--- config.mk ---
export PLATFORM = sky130hd
export DESIGN_NAME = phy_rx_link_ctrl
export DESIGN_NICKNAME = d
export VERILOG_FILES = /design/src/rtl/phy_rx_link_ctrl.sv
export SDC_FILE = /design/constraint.sdc
export NUM_CORES = 1
export LEC_CHECK = 0
export ABC_AREA = 1
export CORE_MARGIN = 10
export CORE_UTILIZATION = 45
export CTS_CLUSTER_SIZE = 12
export DETAILED_ROUTE_END_ITERATION = 8
export PLACE_DENSITY_LB_ADDON = 0.05
export RECOVER_POWER = 100
export SYNTH_ARGS = -nofsm -noshare
export SYNTH_HDL_FRONTEND = slang
export SYNTH_SLANG_ARGS = --single-unit
--- constraint.sdc ---
create_clock -name clk_4f -period 5.4 [get_ports clk_4f]
set_clock_uncertainty 0.15 [all_clocks]
set_input_delay 0.81 -clock clk_4f [delete_from_list [all_inputs] [get_ports clk_4f]]
set_output_delay 0.81 -clock clk_4f [all_outputs]
set_load 0.02 [all_outputs]
--- src/rtl/phy_rx_link_ctrl.sv ---
// Two-lane PHY RX link training controller: per-lane COM lock, lane alignment and link-loss detection.
// Defining PHY_RX_LINK_ERR_CNT_EN builds the saturating link-loss event counter behind err_count.
module phy_rx_link_ctrl #(
  parameter logic [7:0]  COM_SYM   = 8'hBC,
  parameter int unsigned LOCK_CNT  = 4,
  parameter int unsigned LOSS_CNT  = 4,
  parameter int unsigned ALIGN_TMO = 255
) (
  input  logic       clk_4f,
  input  logic       reset,
  input  logic       enable,
  input  logic [7:0] data_8b_0,
  input  logic       valid_8b_0,
  input  logic [7:0] data_8b_1,
  input  logic       valid_8b_1,
  output logic       sincronizar_bus,
  output logic       link_up,
  output logic [1:0] lane_lock,
  output logic [2:0] ctrl_state,
  output logic [7:0] err_count
);

  typedef enum logic [2:0] {
    ST_IDLE   = 3'd0,
    ST_SEARCH = 3'd1,
    ST_ALIGN  = 3'd2,
    ST_ACTIVE = 3'd3,
    ST_LOSS   = 3'd4
  } state_e;

  localparam logic [3:0] LOCK_MAX = 4'(LOCK_CNT);
  localparam logic [3:0] LOSS_MAX = 4'(LOSS_CNT);
  localparam logic [7:0] TMO_MAX  = 8'(ALIGN_TMO);

  state_e     state_q, state_d;
  logic [3:0] lk0_q, lk0_d, lk1_q, lk1_d;
  logic [3:0] lk0_upd, lk1_upd;
  logic [7:0] tmo_q, tmo_d;
  logic [3:0] mm_q, mm_d;
  logic       link_up_q;
  logic       com_0, com_1;

  // Lock counter rule: COM counts up (saturating), a valid non-COM byte restarts, an idle cycle holds.
  function automatic logic [3:0] lock_next(input logic [3:0] lk, input logic vld, input logic com);
    if (com)      return (lk == LOCK_MAX) ? lk : lk + 4'd1;
    else if (vld) return 4'd0;
    else          return lk;
  endfunction

  assign com_0   = valid_8b_0 && (data_8b_0 == COM_SYM);
  assign com_1   = valid_8b_1 && (data_8b_1 == COM_SYM);
  assign lk0_upd = lock_next(lk0_q, valid_8b_0, com_0);
  assign lk1_upd = lock_next(lk1_q, valid_8b_1, com_1);

  // NOTE: every always_comb target gets a default first so no path can infer a latch.
  always_comb begin
    state_d = state_q;
    lk0_d   = lk0_q;
    lk1_d   = lk1_q;
    tmo_d   = tmo_q;
    mm_d    = mm_q;

    unique case (state_q)
      ST_IDLE: begin
        if (enable) state_d = ST_SEARCH;
      end
      ST_SEARCH: begin
        lk0_d = lk0_upd;
        lk1_d = lk1_upd;
        if (lane_lock == 2'b11) begin
          state_d = ST_ALIGN;
          tmo_d   = 8'd0;
        end
      end
      ST_ALIGN: begin
        lk0_d = lk0_upd;
        lk1_d = lk1_upd;
        if (com_0 && com_1) begin
          state_d = ST_ACTIVE;
          tmo_d   = 8'd0;
        end else if (lk0_upd != LOCK_MAX || lk1_upd != LOCK_MAX) begin
          state_d = ST_SEARCH;
          tmo_d   = 8'd0;
        end else if (tmo_q + 8'd1 == TMO_MAX) begin
          state_d = ST_SEARCH;
          tmo_d   = 8'd0;
        end else begin
          tmo_d = tmo_q + 8'd1;
        end
      end
      ST_ACTIVE: begin
        if (valid_8b_0 != valid_8b_1) begin
          if (mm_q + 4'd1 == LOSS_MAX) begin
            state_d = ST_LOSS;
            mm_d    = 4'd0;
          end else begin
            mm_d = mm_q + 4'd1;
          end
        end else begin
          mm_d = 4'd0;
        end
      end
      ST_LOSS: begin
        state_d = ST_SEARCH;
      end
      default: begin
        state_d = ST_IDLE;
      end
    endcase

    // Enable overrides every other transition, including a same-cycle loss decision.
    if (!enable) begin
      state_d = ST_IDLE;
      tmo_d   = 8'd0;
      mm_d    = 4'd0;
    end

    if (state_d == ST_IDLE || (state_d == ST_SEARCH && state_q != ST_SEARCH)) begin
      lk0_d = 4'd0;
      lk1_d = 4'd0;
    end
  end

  // NOTE: sequential state uses non-blocking assignments so every flop samples pre-edge values.
  always_ff @(posedge clk_4f or negedge reset) begin
    if (!reset) begin
      state_q   <= ST_IDLE;
      lk0_q     <= 4'd0;
      lk1_q     <= 4'd0;
      tmo_q     <= 8'd0;
      mm_q      <= 4'd0;
      link_up_q <= 1'b0;
    end else begin
      state_q   <= state_d;
      lk0_q     <= lk0_d;
      lk1_q     <= lk1_d;
      tmo_q     <= tmo_d;
      mm_q      <= mm_d;
      link_up_q <= (state_d == ST_ACTIVE);
    end
  end

`ifdef PHY_RX_LINK_ERR_CNT_EN
  logic [7:0] err_q;
  logic       enter_loss;

  // Counted on entry to LOSS, so an enable drop that pre-empts the loss leaves it untouched.
  assign enter_loss = (state_d == ST_LOSS);

  always_ff @(posedge clk_4f or negedge reset) begin
    if (!reset) begin
      err_q <= 8'd0;
    end else if (enter_loss && err_q != 8'hFF) begin
      err_q <= err_q + 8'd1;
    end
  end

  assign err_count = err_q;
`else
  assign err_count = 8'h00;
`endif

  assign sincronizar_bus = (state_q == ST_ACTIVE);
  assign link_up         = link_up_q;
  assign lane_lock       = {(lk1_q == LOCK_MAX), (lk0_q == LOCK_MAX)};
  assign ctrl_state      = state_q;

endmodule

### Word-level counts from Yosys, hierarchy flattened

Cells that the tools add are included.

| word-level totals | value |
|---|---|
| memories | 0 |
| flip-flop bits (word level) | 24 |
| memory bits (read-only) | 0 |
| logic and storage cells | 70 |
| memory bits (writable) | 0 |
| latch bits | 0 |
| input bits | 21 |

| operators by class | value |
|---|---|
| $lt $le $gt $ge | 0 |
| shifts and indexed selects | 0 |
| multiplexer cells | 28 |
| equality and inequality tests | 20 |
| divide/modulo/power cells | 0 |
| reduce and logical (&&, ||, !) cells | 12 |
| bitwise logic cells | 0 |
| add/subtract/negate cells | 4 |
| $mul | 0 |

Operators with widths:

| cell | count |
|---|---|
| 4-bit 2-to-1 mux | 14 |
| 8-bit 2-to-1 mux | 5 |
| 8-bit equality test, second input constant | 3 |
| 3-bit 2-to-1 mux | 7 |
| 8-bit one-hot mux with 2 select lines | 1 |
| 4-bit by 1-bit adder with 4-bit output, second input constant | 3 |
| 4-bit by 3-bit equality test with 1-bit output, second input constant | 3 |
| 3-bit one-hot mux with 4 select lines | 1 |
| 3-bit by 2-bit equality test with 1-bit output, second input constant | 3 |
| 8-bit by 1-bit adder with 8-bit output, second input constant | 1 |
| 4-bit by 3-bit inequality test with 1-bit output, second input constant | 2 |
| 3-bit by 1-bit equality test with 1-bit output, second input constant | 2 |
| 3-bit logical NOT | 2 |
| 3-bit by 1-bit inequality test with 1-bit output, second input constant | 2 |
| 1-bit logical AND | 4 |
| 2-bit OR reduction | 2 |
| 3-bit equality test, second input constant | 1 |
| 3-bit inequality test, second input constant | 1 |
| 2-bit equality test, second input constant | 1 |
| 1-bit logical OR | 2 |
| 2-bit by 1-bit inequality test with 1-bit output, second input constant | 1 |
| 2-bit AND reduction | 1 |
| 2-bit nonzero test | 1 |
| 1-bit inequality test | 1 |

### Depth between registers and ports, before layout

| logic depth | value |
|---|---|
| depth in word-level cells | 13 |
| gate-level depth with buffers | 18 |
| mapped depth without buffers | 18 |

### Worst setup path before layout

OpenSTA, ideal clock, no wires.

| path | value |
|---|---|
| path kind | input-to-reg |
| start point | in data_8b_1[6] |
| end point | reg lk0_q[0] |
| slack | 3.048 ns |
| required time | 5.133 ns |
| stages | 16 |
| data arrival time | 2.084 ns |
| path through | inv_1 nand2_1 nor2_1 nand3_1 nand2_1 nand2_1 nor2_1 nand2_1 nor2_4 nand2_2 nand2_2 nand2_2 nand3_2 nand3_4 nand3_1 nand2_1 |

| between the ends | value |
|---|---|
| word-level cells in the longest chain between the ends | 13 |
| elaborated cells on any way between the ends | 16 |

Ends and longest elaborated chain:

| item | RTL line | RTL |
|---|---|---|
| from (decl) | 14 | `input logic [7:0] data_8b_1,` |
| 8-bit equality test * | 51 | `assign com_1 = valid_8b_1 && (data_8b_1 == COM_SYM);` |
| 1-bit logical AND * | 51 |  |
| 4-bit 2-to-1 mux | 45 | `if (com) return (lk == LOCK_MAX) ? lk : lk + 4'd1;` |
| 4-bit by 3-bit inequality test with 1-bit output | 81 | `end else if (lk0_upd != LOCK_MAX \|\| lk1_upd != LOCK_MAX) begin` |
| 1-bit logical OR | 81 |  |
| 3-bit 2-to-1 mux | 81 |  |
| 3-bit 2-to-1 mux * | 78 | `if (com_0 && com_1) begin` |
| 3-bit one-hot mux with 4 select lines * | 63 | `unique case (state_q)` |
| 3-bit 2-to-1 mux * | 112 | `if (!enable) begin` |
| 3-bit by 1-bit equality test with 1-bit output | 118 | `if (state_d == ST_IDLE \|\| (state_d == ST_SEARCH && state_q != ST_SEARCH)) begin` |
| 1-bit logical AND | 118 |  |
| 1-bit logical OR * | 118 |  |
| 4-bit 2-to-1 mux or 2-bit nonzero test (tied branches) | n/a |  |
| to (signal assigned) | 135 | `lk0_q <= lk0_d;` |
| to (decl) | 36 | `logic [3:0] lk0_q, lk0_d, lk1_q, lk1_d;` |

Every way passes the cells marked *; elsewhere a longest branch is shown, timed or not.
A chain may end at the register's enable or synchronous reset.

### Worst setup path after layout

| path | value |
|---|---|
| start point | in enable |
| end point | reg lk0_q[3] |

| between the ends | value |
|---|---|
| word-level cells in the longest chain between the ends | 5 |
| elaborated cells on any way between the ends | 7 |

Ends and longest elaborated chain:

| item | RTL line | RTL |
|---|---|---|
| from (decl) | 11 | `input logic enable,` |
| 3-bit 2-to-1 mux * | 112 |  |
| 3-bit by 1-bit equality test with 1-bit output | 118 |  |
| 1-bit logical AND | 118 |  |
| 1-bit logical OR * | 118 |  |
| 4-bit 2-to-1 mux or 2-bit nonzero test (tied branches) | n/a |  |

Marks and branches as above.

==> results.ini <==
[drt]
drc = 0
wirelength_um = 4720
drt_iter0_drc = 104
viasPerCell = 4.78
first_pass_iters = 4
avgRoutedWirePerCell_um = 11.5
vias = 1959
wl_met3_um = 187
met1_length_um = 2300
top_layer = met4
ant_nets = 0
dr_wl_met2_um = 2180

[synth]
syn_inst = 330
synth_most_common_cell = nand2_1
synth_common_cells = nand2_1, inv_1, nor2_1
syn_area_mm2 = 0.00213
yosysUniqueCellTypes = 33
synth_edf_count = 0
synth.top_cell.area_share_pct = 28.2
synth_seq_cells = 24
synth_top_area_cell = dfrtp_1
ys.flop_type = dfrtp_1
yosys_warnings = 0
synth.yosys.seq_area_share_pct = 28.2
synth_area_per_cell_um2 = 6.45
synth_area_leaders = dfrtp_1, nand2_1, inv_1
synth-async-reset-ratio_pct = 100

[clock_network]
cts_buffers = 3
postCtsHoldBufs = 0
cts-root-buf = clkbuf_8
worstSkewPairLatency_ps = 270
clk_pin_slew_ps = 80
htreeDepth = 1
clock-sinks = 24
tritoncts = yes
cts_setup_buffers = 0
cts_resized = 0
clockBufferDepth = 2

[pwr]
ir_drop_mv = 0.0749
powerDensity_mw_per_mm2 = 140
p_leak_nw = 1.26

[placement]
dp.cells = 407
dp_slack_ps = 2300
io_buffers = 27
dpl.hpwl_um = 3890
gp_congestion = 0.847

[sta]
fin_ws_ps = 2070
maxSlewHeadroom_pct = 12.9
max_freq_mhz = 300
period_needed_ps = 3330
worst_pin_slew_ps = 1310
hold_viol = 0
setup_viol = 0
rsz0062_at_grt = no
whs_ps = 386
setup_tns_ps = 0
slew_violations = 0
finalCritPeriodShare_pct = 61.7

[worst_setup_path]
crit_chain = dlygate4sd3_1 > inv_1 > nor2_1 > inv_1 > nor2_1 > nand2_1 > nand3_1 > nand3_1 > nand2_1
worstSetupPathType = in -> reg
critPathCaptureType = flop
crit_required_ps = 5460
regToRegSetupSlack_ps = 2690
r2r_cells = 9
critical_path.max_fanout = 10
crit_path_top_delay_cell = dlygate4sd3_1
worstSetupStartpointType = input pin
slowest_delay_ps = 810
r2r_end = lk0_q[3]
critical_path_arrival_ps = 3390
reg2reg_from = ctrl_state[2]

[floorplan]
initial_utilization_pct = 47.6
rows = 24
ios = 36
die_w_um = 88.8
die_y_um = 88.8
core_mm2 = 0.00447
die_area_mm2 = 0.00788

[outcome]
status = completed

[layout]
seqCellArea_um2 = 601
num-fill-cells = 451
area_growth_pct = 13.6
multi_input_area_mm2 = 0.00122
diodes = 0
fin_cells = 410
drive_above_1_share_pct = 8.66
final_util_pct = 54.1
final_nets = 389

[grt]
grt_pass1_wl_um = 8430
antenna_found_initial = 0
grt_overflow = 0
first_global_vias = 1897
grt_usage_pct = 13.1
grt_max_degree = 25

[run]
maxCapViolCount = 0

[min_path]
hold_end = lk1_q[3]
worstHoldStart = lk1_q[3]
whs_path_depth = 2
min_path_type = reg -> reg

-- per-stage QoR --
step,power (mW),cell area [um2]
floorplan,0.218,2160
global placement,0.239,2430
detailed placement,0.240,2430
CTS,0.346,2470
global route,0.359,2420
finish,0.339,2420
-- logic make-up (layout without fill, tap and decap cells) --
| family | Yosys count | after routing | synth area share, % |
|---|---|---|---|
| AOI/OAI and AO/OA | 24 | 24 | 7.23 |
| buffers and inverters | 68 | 89 | 13.5 |
| and+or+nand+nor | 202 | 202 | 44.9 |
| other | 1 | 8 | 0.176 |
| xor gates and xnor gates | 3 | 3 | 1.23 |
| adders and majority gates | 8 | 8 | 4.70 |
| DFF | 24 | 24 | 28.2 |
-- how the worst max path moves through the flow --
stage	slack, ps	endpoint	from	cells past startpoint
2_1_floorplan	3050	lk0_q[0]	data_8b_1[6]	16
3_3_place_gp	2300	lk0_q[3]	data_8b_1[5]	16
3_5_place_dp	2300	lk0_q[3]	data_8b_1[5]	16
4_1_cts	2540	lane_lock[0]	lk0_q[0]	5
5_1_grt	1720	lk1_q[1]	enable	9
6_report	2070	lk0_q[3]	enable	9
-- sequential cells by signal, indices dropped and copies added (netlist names) --
signal and cells:
lk0_q 4, lk1_q 4, tmo_q 8, link_up 1, mm_q 4, ctrl_state 3
-- layout by cell type (no fill, tap or decap), drive strengths merged, types with 4 or more instances in the layout --
cell	instances
inv	58
clkbuf	4
nand4	4
clkdlybuf4s50	17
nor2	51
conb	8
ha	8
nand3	37
o21ai	9
dlygate4sd3	10
dfrtp	24
nand2	106
-- power breakdown --
group          internal (mW)  switching, mW  total (mW)
combinational         0.0204         0.0314      0.0518
clock                 0.0499         0.0563       0.106
sequential             0.180        0.00102       0.181
total                  0.251         0.0887       0.339
-- layout make-up --
type | count | area share (%)
timing repair buffer | 28 | 11.3
tap | 52 | 2.69
inverter | 58 | 9.00
sequential | 24 | 24.8
clock buffer | 3 | 1.71
multi-input combinational | 245 | 50.5
-- metal layers --
layer	up-vias	GRT usage [%]
li1	1071	-
met1	854	17.1
met2	29	21.5
met3	5	2.76
met4	0	3.08
met5	-	0
-- worst max-delay path, delay by kind of cell --
kind | cells | cell delay [ps]
AND/OR/NAND/NOR | 6 | 1380
buffers and inverters | 3 | 1200
No activity file was read; power rests on OpenSTA's default activity.
